===== config.mk =====
export PLATFORM = sky130hd
export DESIGN_NAME = cam_pixel_writer_flat
export DESIGN_NICKNAME = d
export VERILOG_FILES = /design/src/rtl/vga_pkg.sv /design/src/rtl/cam_pixel_writer_if.sv /design/src/rtl/pixel_fifo.sv /design/src/rtl/cam_pixel_writer.sv /design/src/flat_wrapper.sv
export SDC_FILE = /design/constraint.sdc
export NUM_CORES = 2
export LEC_CHECK = 0
export ABC_CLOCK_PERIOD_IN_PS = 15350
export CAP_MARGIN = 20
export CORE_MARGIN = 2
export CORE_UTILIZATION = 57
export DETAILED_ROUTE_END_ITERATION = 10
export PLACE_DENSITY = 0.82
export SLEW_MARGIN = 15
export SYNTH_ARGS = -nofsm -noshare
export SYNTH_HDL_FRONTEND = slang
export SYNTH_SLANG_ARGS = --single-unit

===== constraint.sdc =====
create_clock -name clk_25 -period 15.35 [get_ports clk_25]
set_clock_uncertainty 0.2 [all_clocks]
set_input_delay 3.07 -clock clk_25 [delete_from_list [all_inputs] [get_ports clk_25]]
set_output_delay 3.07 -clock clk_25 [all_outputs]
set_load 0.05 [all_outputs]

===== src/rtl/vga_pkg.sv =====
// Shared colour constants, camera FSM states and RGB565 reduction for the camera pixel writer.
package vga_pkg;

    localparam logic [2:0] BLACK = 3'b000;
    localparam logic [2:0] RED   = 3'b100;
    localparam logic [2:0] WHITE = 3'b111;

    typedef enum logic [1:0] {
        WAIT_VSYNC = 2'd0,
        IN_VSYNC   = 2'd1,
        CAPTURE    = 2'd2
    } cam_state_e;

    // Keep only the MSB of each colour field: {R[4], G[5], B[4]}.
    function automatic logic [2:0] rgb565_to_rgb3(input logic [15:0] rgb);
        return {rgb[15], rgb[10], rgb[4]};
    endfunction

endpackage


===== src/rtl/cam_pixel_writer_if.sv =====
// Camera input bus plus display pop interface of the camera pixel writer.
interface cam_pixel_writer_if #(
    parameter int unsigned LEVEL_W = 11
);
    logic               cam_pclk;
    logic               cam_vsync;
    logic               cam_href;
    logic [7:0]         cam_d;
    logic               read;
    logic [2:0]         data;
    logic               frame_start;
    logic               overflow;
    logic               underflow;
    logic [LEVEL_W-1:0] fifo_level;

    modport master (
        output cam_pclk, cam_vsync, cam_href, cam_d, read,
        input  data, frame_start, overflow, underflow, fifo_level
    );

    modport slave (
        input  cam_pclk, cam_vsync, cam_href, cam_d, read,
        output data, frame_start, overflow, underflow, fifo_level
    );
endinterface


===== src/rtl/pixel_fifo.sv =====
// Single-clock 3-bit pixel FIFO with flush, occupancy level and registered read data.
module pixel_fifo
    import vga_pkg::*;
#(
    parameter int unsigned FIFO_DEPTH = 1024,
    parameter int unsigned LEVEL_W    = 11
) (
    input  logic               clk_25,
    input  logic               reset,
    input  logic               flush,
    input  logic               push,
    input  logic [2:0]         wdata,
    input  logic               pop,
    output logic [2:0]         rdata,
    output logic [LEVEL_W-1:0] level
);
    localparam int unsigned AW = $clog2(FIFO_DEPTH);

    logic [2:0]    mem [FIFO_DEPTH];
    logic [AW-1:0] wr_ptr;
    logic [AW-1:0] rd_ptr;
    logic          full_c;
    logic          empty_c;
    logic          do_push_c;
    logic          do_pop_c;

    assign full_c    = (level == LEVEL_W'(FIFO_DEPTH));
    assign empty_c   = (level == '0);
    assign do_push_c = push & ~full_c;
    assign do_pop_c  = pop & ~empty_c;

    // Level is the sole full/empty source; flush overrides any push or pop.
    always_ff @(posedge clk_25) begin
        if (reset || flush) begin
            wr_ptr <= '0;
            rd_ptr <= '0;
            level  <= '0;
            rdata  <= BLACK;
        end else begin
            if (do_push_c) begin
                wr_ptr <= wr_ptr + AW'(1);
            end
            if (do_pop_c) begin
                rd_ptr <= rd_ptr + AW'(1);
                rdata  <= mem[rd_ptr];
            end else if (pop) begin
                rdata <= BLACK;
            end
            case ({do_push_c, do_pop_c})
                2'b10:   level <= level + LEVEL_W'(1);
                2'b01:   level <= level - LEVEL_W'(1);
                default: level <= level;
            endcase
        end
    end

    always_ff @(posedge clk_25) begin
        if (do_push_c && !flush && !reset) begin
            mem[wr_ptr] <= wdata;
        end
    end

endmodule


===== src/rtl/cam_pixel_writer.sv =====
// Camera RGB565 byte stream to 3-bit pixel FIFO, all in clk_25.
// Define CAM_PIXEL_WRITER_TEST_PATTERN_EN to replace camera data with 80-pixel colour bars.
module cam_pixel_writer
    import vga_pkg::*;
#(
    parameter int unsigned FIFO_DEPTH = 1024,
    parameter int unsigned LEVEL_W    = 11
) (
    input  logic              clk_25,
    input  logic              reset,
    cam_pixel_writer_if.slave bus
);
    localparam int unsigned SYNC_W = 11;

    logic [SYNC_W-1:0] sync1_q;
    logic [SYNC_W-1:0] sync2_q;
    logic              pclk_prev_q;
    logic              href_prev_q;
    logic              pclk_s;
    logic              vsync_s;
    logic              href_s;
    logic [7:0]        d_s;
    logic              pclk_rise_c;
    logic              href_fall_c;

    cam_state_e        state_q;
    cam_state_e        state_d;
    logic              flush_c;
    logic              capture_c;
    logic              push_c;
    logic              phase_q;
    logic [2:0]        pixel_c;

    // All camera lines share one aligned 2-flop synchroniser.
    always_ff @(posedge clk_25) begin
        if (reset) begin
            sync1_q     <= '0;
            sync2_q     <= '0;
            pclk_prev_q <= 1'b0;
            href_prev_q <= 1'b0;
        end else begin
            sync1_q     <= {bus.cam_pclk, bus.cam_vsync, bus.cam_href, bus.cam_d};
            sync2_q     <= sync1_q;
            pclk_prev_q <= pclk_s;
            href_prev_q <= href_s;
        end
    end

    assign pclk_s      = sync2_q[10];
    assign vsync_s     = sync2_q[9];
    assign href_s      = sync2_q[8];
    assign d_s         = sync2_q[7:0];
    assign pclk_rise_c = pclk_s & ~pclk_prev_q;
    assign href_fall_c = href_prev_q & ~href_s;

    always_ff @(posedge clk_25) begin
        if (reset) begin
            state_q <= WAIT_VSYNC;
        end else begin
            state_q <= state_d;
        end
    end

    // Any entry into IN_VSYNC is a frame start and flushes the FIFO.
    always_comb begin
        state_d = state_q;
        flush_c = 1'b0;
        case (state_q)
            WAIT_VSYNC: begin
                if (vsync_s) begin
                    state_d = IN_VSYNC;
                    flush_c = 1'b1;
                end
            end
            IN_VSYNC: begin
                if (!vsync_s) begin
                    state_d = CAPTURE;
                end
            end
            CAPTURE: begin
                if (vsync_s) begin
                    state_d = IN_VSYNC;
                    flush_c = 1'b1;
                end
            end
            default: state_d = WAIT_VSYNC;
        endcase
    end

    assign capture_c = (state_q == CAPTURE) & ~vsync_s & pclk_rise_c & href_s;
    assign push_c    = capture_c & phase_q;

    always_ff @(posedge clk_25) begin
        if (reset || flush_c) begin
            phase_q <= 1'b0;
        end else if (capture_c) begin
            phase_q <= ~phase_q;
        end else if (href_fall_c) begin
            phase_q <= 1'b0;
        end
    end

`ifdef CAM_PIXEL_WRITER_TEST_PATTERN_EN
    localparam int unsigned BAR_LEN = 80;

    logic [6:0] bar_pos_q;
    logic [2:0] bar_q;

    // Bar index advances every BAR_LEN pushes and wraps after 7.
    always_ff @(posedge clk_25) begin
        if (reset || flush_c) begin
            bar_pos_q <= '0;
            bar_q     <= '0;
        end else if (push_c) begin
            if (bar_pos_q == 7'(BAR_LEN - 1)) begin
                bar_pos_q <= '0;
                bar_q     <= bar_q + 3'(1);
            end else begin
                bar_pos_q <= bar_pos_q + 7'(1);
            end
        end
    end

    assign pixel_c = bar_q;
`else
    logic [7:0] hi_q;

    always_ff @(posedge clk_25) begin
        if (reset) begin
            hi_q <= '0;
        end else if (capture_c && !phase_q) begin
            hi_q <= d_s;
        end
    end

    assign pixel_c = rgb565_to_rgb3({hi_q, d_s});
`endif

    pixel_fifo #(
        .FIFO_DEPTH (FIFO_DEPTH),
        .LEVEL_W    (LEVEL_W)
    ) u_fifo (
        .clk_25 (clk_25),
        .reset  (reset),
        .flush  (flush_c),
        .push   (push_c),
        .wdata  (pixel_c),
        .pop    (bus.read),
        .rdata  (bus.data),
        .level  (bus.fifo_level)
    );

    always_ff @(posedge clk_25) begin
        if (reset) begin
            bus.frame_start <= 1'b0;
            bus.overflow    <= 1'b0;
            bus.underflow   <= 1'b0;
        end else begin
            bus.frame_start <= flush_c;
            bus.overflow    <= push_c & ~flush_c & (bus.fifo_level == LEVEL_W'(FIFO_DEPTH));
            bus.underflow   <= bus.read & ~flush_c & (bus.fifo_level == '0);
        end
    end

endmodule

===== src/flat_wrapper.sv =====
// flat-port wrapper written by rule: the top's interface ports become plain ports
module cam_pixel_writer_flat import vga_pkg::*;
#(
    parameter int unsigned FIFO_DEPTH = 1024,
    parameter int unsigned LEVEL_W    = 11
)
  (clk_25, reset, bus_cam_pclk, bus_cam_vsync, bus_cam_href, bus_cam_d, bus_read, bus_data, bus_frame_start, bus_overflow, bus_underflow, bus_fifo_level);
  cam_pixel_writer_if #(.LEVEL_W(LEVEL_W)) bus_i ();
  input  logic clk_25;
  input  logic reset;
  input wire logic [$bits(bus_i.cam_pclk)-1:0] bus_cam_pclk;
  input wire logic [$bits(bus_i.cam_vsync)-1:0] bus_cam_vsync;
  input wire logic [$bits(bus_i.cam_href)-1:0] bus_cam_href;
  input wire logic [$bits(bus_i.cam_d)-1:0] bus_cam_d;
  input wire logic [$bits(bus_i.read)-1:0] bus_read;
  output wire logic [$bits(bus_i.data)-1:0] bus_data;
  output wire logic [$bits(bus_i.frame_start)-1:0] bus_frame_start;
  output wire logic [$bits(bus_i.overflow)-1:0] bus_overflow;
  output wire logic [$bits(bus_i.underflow)-1:0] bus_underflow;
  output wire logic [$bits(bus_i.fifo_level)-1:0] bus_fifo_level;
  assign bus_i.cam_pclk = bus_cam_pclk;
  assign bus_i.cam_vsync = bus_cam_vsync;
  assign bus_i.cam_href = bus_cam_href;
  assign bus_i.cam_d = bus_cam_d;
  assign bus_i.read = bus_read;
  assign bus_data = bus_i.data;
  assign bus_frame_start = bus_i.frame_start;
  assign bus_overflow = bus_i.overflow;
  assign bus_underflow = bus_i.underflow;
  assign bus_fifo_level = bus_i.fifo_level;
  cam_pixel_writer #(.FIFO_DEPTH(FIFO_DEPTH), .LEVEL_W(LEVEL_W)) u_core (.clk_25(clk_25), .reset(reset), .bus(bus_i));
endmodule

==> impl_metrics.ini <==
[clock_network]
h-tree-depth = 5
cts_hold_buf = 0
cts_tree = done
cts.sinks = 3138
post_cts_buffers = 0
cts_buffers = 309
clkLatencyLatePin_ns = 0.94
cts_buffer_depth = 4
cts_root_buf = clkbuf_16
cts.clk_slew.worst_paths_ns = 0.06
cts.repair.resized = 0

[placement]
place_hpwl_mm = 182
finalWeightedCongestion = 0.875
port_buffers = 25
placed_cell_area_um2 = 128000
dpl.cell_count = 9354
pre_cts_slack_ns = 6.93

[timing]
setup_tns_ns = 0
timing.fmax_ghz = 0.142
worst-slew-pin-transition_ns = 1.45
min_period_ns = 7.06
timing.final.ws_setup_ns = 8.29
finalSetupViolCount = 0
rsz0062_at_grt = false
fin_crit_sh_pct = 46.0
finalMaxSlewViolations = 0
slew_headroom_pct = 3.19
hold_viol_final = 0

[drt]
drt_iter0_drc = 12300
drc = 0
vias = 70000
first_pass_iters = 8
wire_per_inst_um = 34.0
wirelength_mm = 337
viasPerCell = 7.07
detail-route-antenna-nets = 0

[synth]
syn_area_um2 = 125000
synth_nets = 6856
syn_area_per_cell_um2 = 18.4
seq_area_frac_synth_pct = 74.6
syn_inst = 6832
yosysWarnings = 0
ys_types = 76
synth_edf_count = 3072
async_reset_ff_share_pct = 0
ys.flop_type = edfxtp_1
synth-seq-cells = 3138

[global_route]
grt_usage_pct = 29.9
grt_pass1_wl_mm = 480
grt_pass1_vias = 69500
antenna_found_initial = 19
grt_max_degree = 246
gr-total-overflow = 0

[power_and_ir_drop]
ir_worst_vdd_mv = 0.110
swShare_pct = 19.3
comb_power_share_pct = 0.2
pwr-share-seq_pct = 56.2
power_density_nw_per_um2 = 120
p_leak_nw = 41.0
internal_power_mw = 13.3
p_switching_mw = 3.19
pwr-share-clk_pct = 43.6

[critical_path]
critPathKind = in2reg
required_ns = 15.95
worst_setup_path_end_kind = register
cp.arrival_ns = 7.66
start_kind = primary input
worst-path-max-fanout = 23
rrSetupSlack_ns = 9.29

[finish]
area_growth_pct = 9.92
fin_cells = 9911
fin_area_um2 = 138000
nets = 6827
drive_above_1_share_pct = 18.9
fillerInstances = 13600

[floorplan]
dieArea_um2 = 224000
fp-row-count = 172
die_h_um = 473
start_util_pct = 57.2
io_pins = 31
core-area_um2 = 219000
die_x_um = 473

[job]
max_cap_violations = 0

[outcome]
status = finished, final reports clean

[min_path]
hold_class = reg2reg
==> registers in the layout, summed over array words and instances (netlist names), named ones only <==
name,cells
u_core.bus.overflow,1
u_core.pclk_prev_q,1
u_core.bus.frame_start,1
u_core.sync1_q,6
u_core.u_fifo.level,11
u_core.phase_q,1
u_core.u_fifo.rdata,3
u_core.u_fifo.mem,3072
u_core.hi_q,2
u_core.href_prev_q,1
u_core.u_fifo.wr_ptr,10
u_core.u_fifo.rd_ptr,10
u_core.sync2_q,6
u_core.state_q,2
u_core.bus.underflow,1
==> final timing paths <==
path / start / end / cells past startpoint
max: bus_read / u_core.u_fifo.level[8] / 15
min: u_core.sync1_q[10] / u_core.sync2_q[10] / 1
max reg2reg: register / u_core.u_fifo.rdata[1] / 9
min reg2reg: u_core.sync1_q[10] / u_core.sync2_q[10] / 1
==> routing by layer <==
layer  global-route usage, %  up-vias  routed length, µm
met5                       0        -                136
li1                        -    27200                  -
met4                    16.7       18              21600
met2                    45.8     6249             157000
met1                    38.9    35400             111000
met3                    8.50     1185              47700
==> final cells by class <==
type | instances | area, µm² | area share, %
Sequential cell | 3138 | 93600 | 67.9
Multi-Input combinational cell | 3165 | 29600 | 21.5
Clock buffer | 376 | 8130 | 5.90
Tap cell | 2871 | 3590 | 2.60
Timing Repair Buffer | 174 | 1680 | 1.22
Clock inverter | 158 | 1220 | 0.882
Inverter | 15 | 66.3 | 0.0481
Antenna cell | 14 | 35.0 | 0.0254
==> worst max-delay path: stages <==
cell	delay, ns
clkdlybuf4s50_1	0.63
inv_1	0.17
a21o_1	0.32
clkinv_1	0.47
ha_1	0.64
xor2_1	0.27
ha_1	0.24
a21o_1	0.18
a21oi_1	0.27
o21ai_0	0.12
a222oi_1	0.58
o21ai_0	0.18
a221oi_1	0.32
xnor2_1	0.16
nor2_1	0.05
==> layout by cell type, fill, tap and decap left out, types with 58 or more instances in the layout <==
master and instances:
mux4_2 667, edfxtp_1 3072, o22ai_1 81, buf_4 123, clkinv_2 63, mux2i_1 329
nor2_1 1117, o221ai_1 95, clkbuf_16 315, clkinv_1 59, a22oi_1 62, a21oi_1 118
nand2_1 135, clkbuf_1 58
==> power by group through the flow <==
stage	sequential, mW	combinational [mW]	clock (mW)
final	9.29	0.0410	7.21
after global routing	9.29	0.0438	7.51
after CTS	9.29	0.0392	7.21
after detailed placement	9.48	0.0392	0
after global placement	9.48	0.0368	0
after floorplan	9.53	0.00450	0
==> Yosys cell counts, drive strengths merged, types with 10 or more instances <==
library cell | number | area, µm²
nor3 | 56 | 285
nor4 | 18 | 113
or3 | 15 | 93.8
and3 | 11 | 68.8
buf | 195 | 1470
nor2b | 31 | 194
a21oi | 118 | 591
a211oi | 18 | 135
o221ai | 95 | 832
a22oi | 62 | 465
xor2 | 15 | 131
inv | 12 | 45.0
a221oi | 24 | 210
nand3 | 61 | 305
dfxtp | 66 | 1320
o21ai | 53 | 265
nand2 | 161 | 604
nor2 | 1120 | 4200
o22ai | 81 | 507
ha | 10 | 125
mux2 | 14 | 158
mux2i | 329 | 3290
and2 | 14 | 87.6
xnor2 | 11 | 96.3
clkbuf | 319 | 1200
mux4 | 667 | 15000
nand4 | 19 | 119
nand2b | 18 | 113
edfxtp | 3072 | 92200
a31oi | 23 | 144
==> stage by stage <==
step	hold WS (ns)	utilization, %	total power [mW]
finish	0.234	62.9	16.5
floorplan	0.210	-	9.53
CTS	0.237	62.8	16.5
global placement	0.216	58.5	9.51
detailed placement	0.221	58.5	9.52
global route	0.259	62.9	16.8
==> kinds of logic after synthesis <==
group / count (synthesis) / share of synthesized area [%]
DFF: 3138 / 74.6
and+or+nand+nor: 1554 / 5.13
muxes: 1010 / 14.7
AOI/OAI and AO/OA: 565 / 3.13
buffers and inverters: 529 / 2.17
xor gates and xnor gates: 26 / 0.181
adders and majority gates: 10 / 0.0997
Note: power is estimated with default switching activity, not from simulation.
